--- src/rtl/nixie_scan_if.sv ---
// Display-side bundle of the nixie scan driver: text/blink-mask in from the mode
// controllers, multiplexed digit enables and segment groups out to the tubes.
interface nixie_scan_if;
    logic [47:0] in;
    logic [7:0]  blink_mask;
    logic [7:0]  sel;
    logic [7:0]  tub1;
    logic [7:0]  tub2;
    logic        frame_start;

    modport master (
        output in,
        output blink_mask,
        input  sel,
        input  tub1,
        input  tub2,
        input  frame_start
    );

    modport slave (
        input  in,
        input  blink_mask,
        output sel,
        output tub1,
        output tub2,
        output frame_start
    );
endinterface

--- src/rtl/nixie_scan_driver.sv ---
// Scans a packed 8-character text word onto two 4-digit seven-segment groups,
// with a once-per-frame input snapshot, anti-ghost blanking and per-digit blink.
module nixie_scan_driver #(
    parameter int unsigned SCAN_DIV     = 25000,
    parameter int unsigned BLANK_CYC    = 16,
    parameter int unsigned BLINK_FRAMES = 250
) (
    input  logic        sys_clk,
    input  logic        sys_rest,
    nixie_scan_if.slave disp
);

    localparam int unsigned DIV_W   = (SCAN_DIV > 1) ? $clog2(SCAN_DIV) : 1;
    localparam int unsigned BLINK_W = (BLINK_FRAMES > 1) ? $clog2(BLINK_FRAMES) : 1;

    localparam logic [DIV_W-1:0]   DIV_LAST   = DIV_W'(SCAN_DIV - 1);
    localparam logic [DIV_W-1:0]   BLANK_END  = DIV_W'(BLANK_CYC);
    localparam logic [BLINK_W-1:0] BLINK_LAST = BLINK_W'(BLINK_FRAMES - 1);
    localparam logic [47:0]        TEXT_BLANK = {48{1'b1}};

    // Segment order is {a,b,c,d,e,f,g,dp}; dp is never lit.
    function automatic logic [7:0] glyph(input logic [5:0] code);
        logic [7:0] seg;
        case (code)
            6'd0:    seg = 8'hEE;  // A
            6'd1:    seg = 8'h3E;  // b
            6'd2:    seg = 8'h9C;  // C
            6'd3:    seg = 8'h7A;  // d
            6'd4:    seg = 8'h9E;  // E
            6'd5:    seg = 8'h8E;  // F
            6'd6:    seg = 8'hBC;  // G
            6'd7:    seg = 8'h6E;  // H
            6'd8:    seg = 8'h0C;  // I
            6'd9:    seg = 8'h78;  // J
            6'd10:   seg = 8'hAE;  // K
            6'd11:   seg = 8'h1C;  // L
            6'd12:   seg = 8'hEC;  // M
            6'd13:   seg = 8'h2A;  // n
            6'd14:   seg = 8'hFC;  // O
            6'd15:   seg = 8'hCE;  // P
            6'd16:   seg = 8'hE6;  // q
            6'd17:   seg = 8'h0A;  // r
            6'd18:   seg = 8'hB6;  // S
            6'd19:   seg = 8'h1E;  // t
            6'd20:   seg = 8'h7C;  // U
            6'd21:   seg = 8'h38;  // v
            6'd22:   seg = 8'h7E;  // W
            6'd23:   seg = 8'h6E;  // X
            6'd24:   seg = 8'h76;  // Y
            6'd25:   seg = 8'hDA;  // Z
            6'd44:   seg = 8'h7C;  // U
            6'd48:   seg = 8'h76;  // Y
            6'd50:   seg = 8'hFC;
            6'd51:   seg = 8'h60;
            6'd52:   seg = 8'hDA;
            6'd53:   seg = 8'hF2;
            6'd54:   seg = 8'h66;
            6'd55:   seg = 8'hB6;
            6'd56:   seg = 8'hBE;
            6'd57:   seg = 8'hE0;
            6'd58:   seg = 8'hFE;
            6'd59:   seg = 8'hF6;
            6'd60:   seg = 8'h02;  // middle octave
            6'd61:   seg = 8'h80;  // high octave
            6'd62:   seg = 8'h10;  // low octave
            default: seg = 8'h00;
        endcase
        return seg;
    endfunction

    // Character k (k=0 leftmost) lives in the top-down 6-bit field k.
    function automatic logic [5:0] char_at(input logic [47:0] text, input logic [2:0] k);
        logic [5:0] c;
        case (k)
            3'd0:    c = text[47:42];
            3'd1:    c = text[41:36];
            3'd2:    c = text[35:30];
            3'd3:    c = text[29:24];
            3'd4:    c = text[23:18];
            3'd5:    c = text[17:12];
            3'd6:    c = text[11:6];
            default: c = text[5:0];
        endcase
        return c;
    endfunction

    logic [DIV_W-1:0]   div_cnt_q,   div_cnt_d;
    logic [1:0]         phase_q,     phase_d;
    logic [BLINK_W-1:0] blink_cnt_q, blink_cnt_d;
    logic               blink_on_q,  blink_on_d;
    logic [47:0]        text_q,      text_d;
    logic [7:0]         mask_q,      mask_d;
    logic               shown_q,     shown_d;
    logic [7:0]         sel_q,       sel_d;
    logic [7:0]         tub1_q,      tub1_d;
    logic [7:0]         tub2_q,      tub2_d;
    logic               frame_start_q, frame_start_d;

    logic       phase_end;
    logic       snap;
    logic [7:0] scan_pat;
    logic [5:0] left_char;
    logic [5:0] right_char;

    assign phase_end = (div_cnt_q == DIV_LAST);
    assign snap      = phase_end && (phase_q == 2'd3);

    always_comb begin
        // NOTE: every variable gets a default before any branch, so no path can
        // leave one unassigned and infer a latch.
        div_cnt_d     = div_cnt_q + DIV_W'(1);
        phase_d       = phase_q;
        blink_cnt_d   = blink_cnt_q;
        blink_on_d    = blink_on_q;
        text_d        = text_q;
        mask_d        = mask_q;
        shown_d       = shown_q;
        frame_start_d = snap;

        if (phase_end) begin
            div_cnt_d = '0;
            phase_d   = phase_q + 2'd1;
        end

        if (snap) begin
            text_d  = disp.in;
            mask_d  = disp.blink_mask;
            shown_d = 1'b1;
            if (blink_cnt_q == BLINK_LAST) begin
                blink_cnt_d = '0;
                blink_on_d  = ~blink_on_q;
            end else begin
                blink_cnt_d = blink_cnt_q + BLINK_W'(1);
            end
        end
    end

    // Digit enables stay off until the first snapshot lands, so the tubes are
    // dark for the whole first frame after reset.
    always_comb begin
        scan_pat   = 8'h88 >> phase_q;
        left_char  = char_at(text_q, {1'b0, phase_q});
        right_char = char_at(text_q, {1'b1, phase_q});

        sel_d  = (shown_q && (div_cnt_q >= BLANK_END)) ? scan_pat : 8'h00;
        tub1_d = glyph(left_char);
        tub2_d = glyph(right_char);

        if (blink_on_q && |(mask_q[7:4] & scan_pat[7:4])) begin
            tub1_d = 8'h00;
        end
        if (blink_on_q && |(mask_q[3:0] & scan_pat[3:0])) begin
            tub2_d = 8'h00;
        end
    end

    always_ff @(posedge sys_clk or negedge sys_rest) begin
        if (!sys_rest) begin
            div_cnt_q     <= '0;
            phase_q       <= 2'd0;
            blink_cnt_q   <= '0;
            blink_on_q    <= 1'b0;
            // NOTE: the snapshot registers are reset on purpose: all-ones codes
            // are blank glyphs, keeping the display dark until real text arrives.
            text_q        <= TEXT_BLANK;
            mask_q        <= 8'h00;
            shown_q       <= 1'b0;
            sel_q         <= 8'h00;
            tub1_q        <= 8'h00;
            tub2_q        <= 8'h00;
            frame_start_q <= 1'b0;
        end else begin
            // NOTE: non-blocking assignments make every flop update from the
            // same pre-edge values, independent of statement order.
            div_cnt_q     <= div_cnt_d;
            phase_q       <= phase_d;
            blink_cnt_q   <= blink_cnt_d;
            blink_on_q    <= blink_on_d;
            text_q        <= text_d;
            mask_q        <= mask_d;
            shown_q       <= shown_d;
            sel_q         <= sel_d;
            tub1_q        <= tub1_d;
            tub2_q        <= tub2_d;
            frame_start_q <= frame_start_d;
        end
    end

    assign disp.sel         = sel_q;
    assign disp.tub1        = tub1_q;
    assign disp.tub2        = tub2_q;
    assign disp.frame_start = frame_start_q;

endmodule

--- src/flat_wrapper.sv ---
// flat-port wrapper written by rule: the top's interface ports become plain ports
module nixie_scan_driver_flat 
#(
    parameter int unsigned SCAN_DIV     = 25000,
    parameter int unsigned BLANK_CYC    = 16,
    parameter int unsigned BLINK_FRAMES = 250
)
  (sys_clk, sys_rest, disp_in, disp_blink_mask, disp_sel, disp_tub1, disp_tub2, disp_frame_start);
  nixie_scan_if disp_i ();
  input  logic sys_clk;
  input  logic sys_rest;
  input wire logic [$bits(disp_i.in)-1:0] disp_in;
  input wire logic [$bits(disp_i.blink_mask)-1:0] disp_blink_mask;
  output wire logic [$bits(disp_i.sel)-1:0] disp_sel;
  output wire logic [$bits(disp_i.tub1)-1:0] disp_tub1;
  output wire logic [$bits(disp_i.tub2)-1:0] disp_tub2;
  output wire logic [$bits(disp_i.frame_start)-1:0] disp_frame_start;
  assign disp_i.in = disp_in;
  assign disp_i.blink_mask = disp_blink_mask;
  assign disp_sel = disp_i.sel;
  assign disp_tub1 = disp_i.tub1;
  assign disp_tub2 = disp_i.tub2;
  assign disp_frame_start = disp_i.frame_start;
  nixie_scan_driver #(.SCAN_DIV(SCAN_DIV), .BLANK_CYC(BLANK_CYC), .BLINK_FRAMES(BLINK_FRAMES)) u_core (.sys_clk(sys_clk), .sys_rest(sys_rest), .disp(disp_i));
endmodule
--- config.mk ---
export PLATFORM = sky130hd
export DESIGN_NAME = nixie_scan_driver_flat
export DESIGN_NICKNAME = d
export VERILOG_FILES = /design/src/rtl/nixie_scan_if.sv /design/src/rtl/nixie_scan_driver.sv /design/src/flat_wrapper.sv
export SDC_FILE = /design/constraint.sdc
export NUM_CORES = 1
export LEC_CHECK = 0
export ABC_AREA = 1
export CORE_MARGIN = 5
export CORE_UTILIZATION = 30
export CTS_BUF_LIST = sky130_fd_sc_hd__clkbuf_4 sky130_fd_sc_hd__clkbuf_8
export DETAILED_ROUTE_END_ITERATION = 12
export DONT_BUFFER_PORTS = 1
export PLACE_DENSITY = 0.45
export SYNTH_ARGS = -nofsm -noshare
export SYNTH_HDL_FRONTEND = slang
export SYNTH_SLANG_ARGS = --single-unit
--- constraint.sdc ---
create_clock -name sys_clk -period 2.4 [get_ports sys_clk]
set_input_delay 0.48 -clock sys_clk [delete_from_list [all_inputs] [get_ports sys_clk]]
set_output_delay 0.48 -clock sys_clk [all_outputs]
set_load 0.02 [all_outputs]
==> Word-level counts from Yosys, hierarchy flattened <==
Memories as Yosys holds them, arrays and structs flattened.
Index checks and enable logic that the tools add are counted.
{ "classes": {"mux": 7, "shift": 1, "bitwise": 3, "n_reduce_logical": 8, "addsub": 3, "magnitude_cmp": 1, "eq_ne": 5} }
{ "ops": {"columns": ["operator", "n"], "rows": [
  ["8-bit two-way mux", 4],
  ["6-bit one-hot mux with 4 select lines", 1],
  ["6-bit one-hot mux with 3 select lines", 1],
  ["15-bit by 1-bit adder with 15-bit output, second input constant", 1],
  ["15-bit equality test, second input constant", 1],
  ["15-bit by 5-bit >= comparator with 1-bit output, second input constant", 1],
  ["15-bit two-way mux", 1],
  ["8-bit by 1-bit adder with 8-bit output, second input constant", 1],
  ["4-bit AND", 2],
  ["8-bit equality test, second input constant", 1],
  ["4-bit OR reduction", 2],
  ["8-bit by 2-bit >> shifter with 8-bit output, first input constant", 1],
  ["2-bit equality test, second input constant", 2],
  ["1-bit logical AND", 4],
  ["2-bit by 1-bit adder with 2-bit output, second input constant", 1],
  ["2-bit by 1-bit equality test with 1-bit output, second input constant", 1],
  ["2-bit zero test", 1],
  ["2-bit AND reduction", 1],
  ["1-bit inverter", 1]
]} }
{ "word_totals": {"mem_bits_ro": 896, "memories": 2, "word_cells": 41, "reg_bits": 108} }
{ "mem_list": {"columns": ["name", "depth", "width", "read_ports", "rd_clocked_by_memory_dff", "wr", "line_no", "rtl"], "rows": [
  ["(name not given)", 64, 7, 1, 0, 0, "nixie_scan_driver.sv:24", "case (code)"],
  ["(name not given)", 64, 7, 1, 0, 0, "nixie_scan_driver.sv:24", null]
]} }

==> Depth between registers and ports, before layout <==
{ "depth": {"depth_word": 5, "mapped_depth": 18, "ltp_nobuf": 17} }

==> Worst setup path before layout <==
OpenSTA, ideal clock, no wires.
{ "synth_timing": {"path_type": "register -> register", "startpoint": "register u_core.phase_q[0]", "endpoint": "register u_core.tub1_q[5] (netlist: u_core.disp.tub1[5])", "stages_incl_launch_ff": 18, "setup_ns": 0.117, "path_slack_ns": 0.219, "t_arrival_ns": 2.064, "period_less_slack_ns": 2.181, "cell_sequence": "dfrtp_1 > inv_1 > ha_1 > inv_2 > buf_6 > nand2_1 > nor2_1 > nor2_2 > ha_1 > inv_1 > nor2_1 > nand2_1 > nand2_1 > nand2_1 > nand2_1 > nand2_1 > nand2_1 > nor2_1"} }
{ "synth_between": {"elab_chain_len": 5, "elab_cells_between_ends": 11, "classes_between": "eq/ne: 3; shift: 1; mux: 2; bitwise: 1; reduce/logical: 3; memory: 1"} }
{ "synth_rtl": {"columns": ["item", "line_no", "rtl"], "rows": [
  ["from (decl)", "nixie_scan_driver.sv:88", "logic [1:0] phase_q, phase_d;"],
  ["from (signal assigned)", "nixie_scan_driver.sv:176", "phase_q <= phase_d;"],
  ["branches (longest 4 deep; another with memory read 64 x 7 bit)", null, null],
  ["8-bit two-way mux *", "nixie_scan_driver.sv:149", "if (blink_on_q && |(mask_q[7:4] & scan_pat[7:4])) begin"],
  ["net u_core.tub1_d[5]", "nixie_scan_driver.sv:95", "logic [7:0] tub1_q, tub1_d;"],
  ["to (signal assigned)", "nixie_scan_driver.sv:183", "tub1_q <= tub1_d;"],
  ["to (decl)", "nixie_scan_driver.sv:95", null]
]} }
Mark *: on every way through the listed nets, which the timed path passes.
A chain may end at the register's enable or synchronous reset.

==> Final worst setup path <==
{ "layout_timing": {"startpoint": "register u_core.phase_q[1]", "endpoint": "register u_core.tub2_q[7] (netlist: u_core.disp.tub2[7])"} }
{ "layout_between": {"elab_chain_len": 5, "elab_cells_between_ends": 10, "classes_between": "eq/ne: 2; shift: 1; mux: 2; bitwise: 1; reduce/logical: 3; memory: 1"} }
{ "layout_rtl": {"columns": ["item", "line_no", "rtl"], "rows": [
  ["branches (longest 4 deep; another with memory read 64 x 7 bit)", null, null],
  ["8-bit two-way mux *", "nixie_scan_driver.sv:152", "if (blink_on_q && |(mask_q[3:0] & scan_pat[3:0])) begin"],
  ["net u_core.tub2_d[7]", "nixie_scan_driver.sv:96", "logic [7:0] tub2_q, tub2_d;"],
  ["to (signal assigned)", "nixie_scan_driver.sv:184", "tub2_q <= tub2_d;"],
  ["to (decl)", "nixie_scan_driver.sv:96", null]
]} }
Marks and branches as above.

==> qor.yml <==
logic_synthesis:
  yosysTopAreaCellShare_pct: 21.2
  synth_edf_count: 0
  ys_seq_area_share_pct: 41.1
  synth_flop_cell: "dfrtp_1"
  netlist-cell-type-count: 43
  yosys.area.top_type: "dfrtp_1"
  synth_common_cells: "nand2_1, nand3_1, inv_1, dfrtp_1, dfstp_2"
  syn_inst: 851
  synthMostInstantiatedCell: "nand2_1"
  syn-cell-area_um2: 6360
  avgSynthCellArea_um2: 7.47
  synth_area_leaders: "dfrtp_1, nand2_1, dfstp_2, nand3_1, ha_1"
  yosysWarnings: 0
  ys_ff_latch: 102
  synth-async-reset-ratio_pct: 100
routing:
  drcViolationCount: 0
  drtPass1Iterations: 5
  postRouteWirelength_um: 17100
  drt-initial-drc-count: 236
  ant_nets: 0
  vias: 5322
  avgRoutedWirePerCell_um: 14.9
  vias_per_cell: 4.63
global_route:
  grt_antenna_before_repair: 0
  grt.overflow.total: 0
  grt_max_degree: 103
  grt_pass1_wl_um: 27100
  track_usage_pct: 14.0
  first_global_vias: 5151
clock_network:
  numClockSinks: 102
  h-tree-depth: 3
  cts_tree: "built"
  clk_path_buf_depth: 2
  cts_made_buffers: 9
  worstSkewPairLatency_ns: 0.39
  clk_pin_slew_ns: 0.11
  root_buffer: "clkbuf_8"
placed_design:
  io_buffers: 0
  gp_congestion: 0.877
  dp_hpwl_um: 12800
hold_path:
  min_path_type: "input port to asynchronous set/reset pin"
status:
  status: "complete, but fails checks"
  violations: "hold timing"
power:
  power_density_nw_per_um2: 400
  total_power_mw: 2.80
  vdd_drop_max_mv: 0.211
  leakage_nw: 3.44
floorplanning:
  die_w_um: 156
  core_region_area_um2: 21000
  num_io_pins: 83
  die_h_um: 156
  die-area_um2: 24200
  initial_core_util_pct: 30.4
  rows: 53
sta:
  fin_crit_sh_pct: 95.2
  fin_skew_ns: 0.0111
  setup_violations: 0
  finalCriticalPeriod_ns: 2.29
  relSlewSlack_pct: 57.5
  drv_slew: 0
  hold_slack_ns: -0.216
  max_freq_mhz: 438
  finalHoldViolations: 67
  tightest_slew_ns: 0.630
cells_and_area:
  fin_nets: 953
  drive_gt1_share_pct: 17.8
  antennaDiodeCount: 0
  syn_to_final_growth_pct: 10.0
worst_setup_path:
  worstPathArrival_ns: 2.56
  critPathCaptureType: "flop"
  worstReg2RegStart: "u_core.phase_q[1]"
  critical_path_required_ns: 2.67
  startpoint_type: "flop"
  crit_buf_inv: 4
  cp_slowest_cell: "dfrtp_1"
  regToRegSetupSlack_ns: 0.11
  cp_max_fo: 8
  reg2reg_depth: 13
  crit_path_max_incr_delay_ns: 0.39
  timing.rr.end: "u_core.disp.tub2[7]"
  path_class: "flop to flop"
  path_cells: "buf_4, ha_1, inv_4, nand2_1, nor2_1, nor2_4, inv_1, ha_1, inv_1, o21ai_0, nand2_1, a21oi_1, nor2_1"
  worst_path_dominant_cell_family: "buffers and inverters"
flow_run:
  cap_violations: 0
## worst max-delay path by stage
| stage | from | endpoint | slack (ns) | depth (start not counted) |
|---|---|---|---|---|
| finish | u_core.phase_q[1] | u_core.disp.tub2[7] | 0.11 | 13 |
| global route | u_core.phase_q[0] | u_core.disp.tub1[6] | -0.005 | 15 |
| CTS | u_core.phase_q[0] | u_core.disp.tub1[5] | 0.007 | 14 |
| detailed placement | u_core.phase_q[0] | u_core.disp.tub1[5] | 0.05 | 14 |
| global placement | u_core.phase_q[0] | u_core.disp.tub1[5] | 0.1 | 14 |
| floorplan | u_core.phase_q[0] | u_core.disp.tub1[5] | 0.22 | 17 |
## cells by family (layout without fill, tap and decap cells)
logic type      after synthesis  count (layout)  share of synthesized area (%)
buf+inv                     107             129                           8.77
compound gates               79              79                           8.10
other cells                   1               2                         0.0590
xor+xnor                     10              10                           1.38
flops                       102             102                           41.1
fa+ha+maj                    26              26                           5.11
simple gates                526             526                           35.5
## where the power goes
part	total (mW)	internal (mW)	switching (mW)
registers	1.72	1.72	0
logic	0.00278	-0.000000786	0.00278
clock network	1.08	0.402	0.674
total	2.80	2.12	0.677
## placed cells by master (no fill, tap or decap), types with 3 or more instances in the layout
cell type / count
nor3_1: 8
ha_1: 23
nand3_1: 84
dfrtp_1: 54
nand3_2: 3
clkbuf_8: 9
nand2_2: 6
o21bai_4: 4
inv_2: 6
a21oi_1: 24
nor2_2: 8
dfstp_2: 48
o211ai_1: 4
buf_4: 38
nor4_1: 3
o21ai_0: 15
or2_2: 3
nor2_4: 5
xor2_1: 8
o22ai_1: 5
nand2_1: 341
o21ai_4: 3
nor2_1: 47
nand4_1: 12
inv_1: 65
o21ai_1: 14
## flip-flops by register name (all words and copies together) (netlist names)
signal                   count
u_core.text_q               48
u_core.div_cnt_q            15
u_core.blink_cnt_q           8
u_core.mask_q                8
u_core.disp.tub1             7
u_core.disp.tub2             7
u_core.disp.sel              4
u_core.phase_q               2
u_core.blink_on_q            1
u_core.disp.frame_start      1
u_core.shown_q               1
## stage by stage
stage	instances	setup TNS [ns]	utilization [%]	instance area (um2)	setup WS, ns
final	1149	0	33.4	7000	0.115
after CTS	1144	0	32.9	6890	0.00665
after detailed placement	1128	0	32.0	6710	0.0484
after floorplan	852	0	-	6360	0.219
after global placement	1128	0	32.0	6710	0.0987
after global routing	1149	-0.00718	33.4	7000	-0.00531
## routing by layer
layer,global-route usage (%),share of wire (%),wire length [um]
met5,0,0,0
met2,21.5,45,7700
met1,19.8,49,8350
met4,3.42,0.86,148
met3,3.61,5.4,931
## layout make-up
class	instances	area, um2
clock buffer	9	124
inverter	74	283
clock inverter	7	62.6
timing repair buffer	39	305
fill	2306	14000
multi-input combinational	643	3270
sequential	102	2610
tap	275	344
## what timing repair did
item	in CTS	in global routing
buffers inserted	0	5
endpoints found under the hold margin	102	102
resized for setup	0	15
setup endpoints to repair	0	13
No activity file was read; power rests on OpenSTA's default activity.
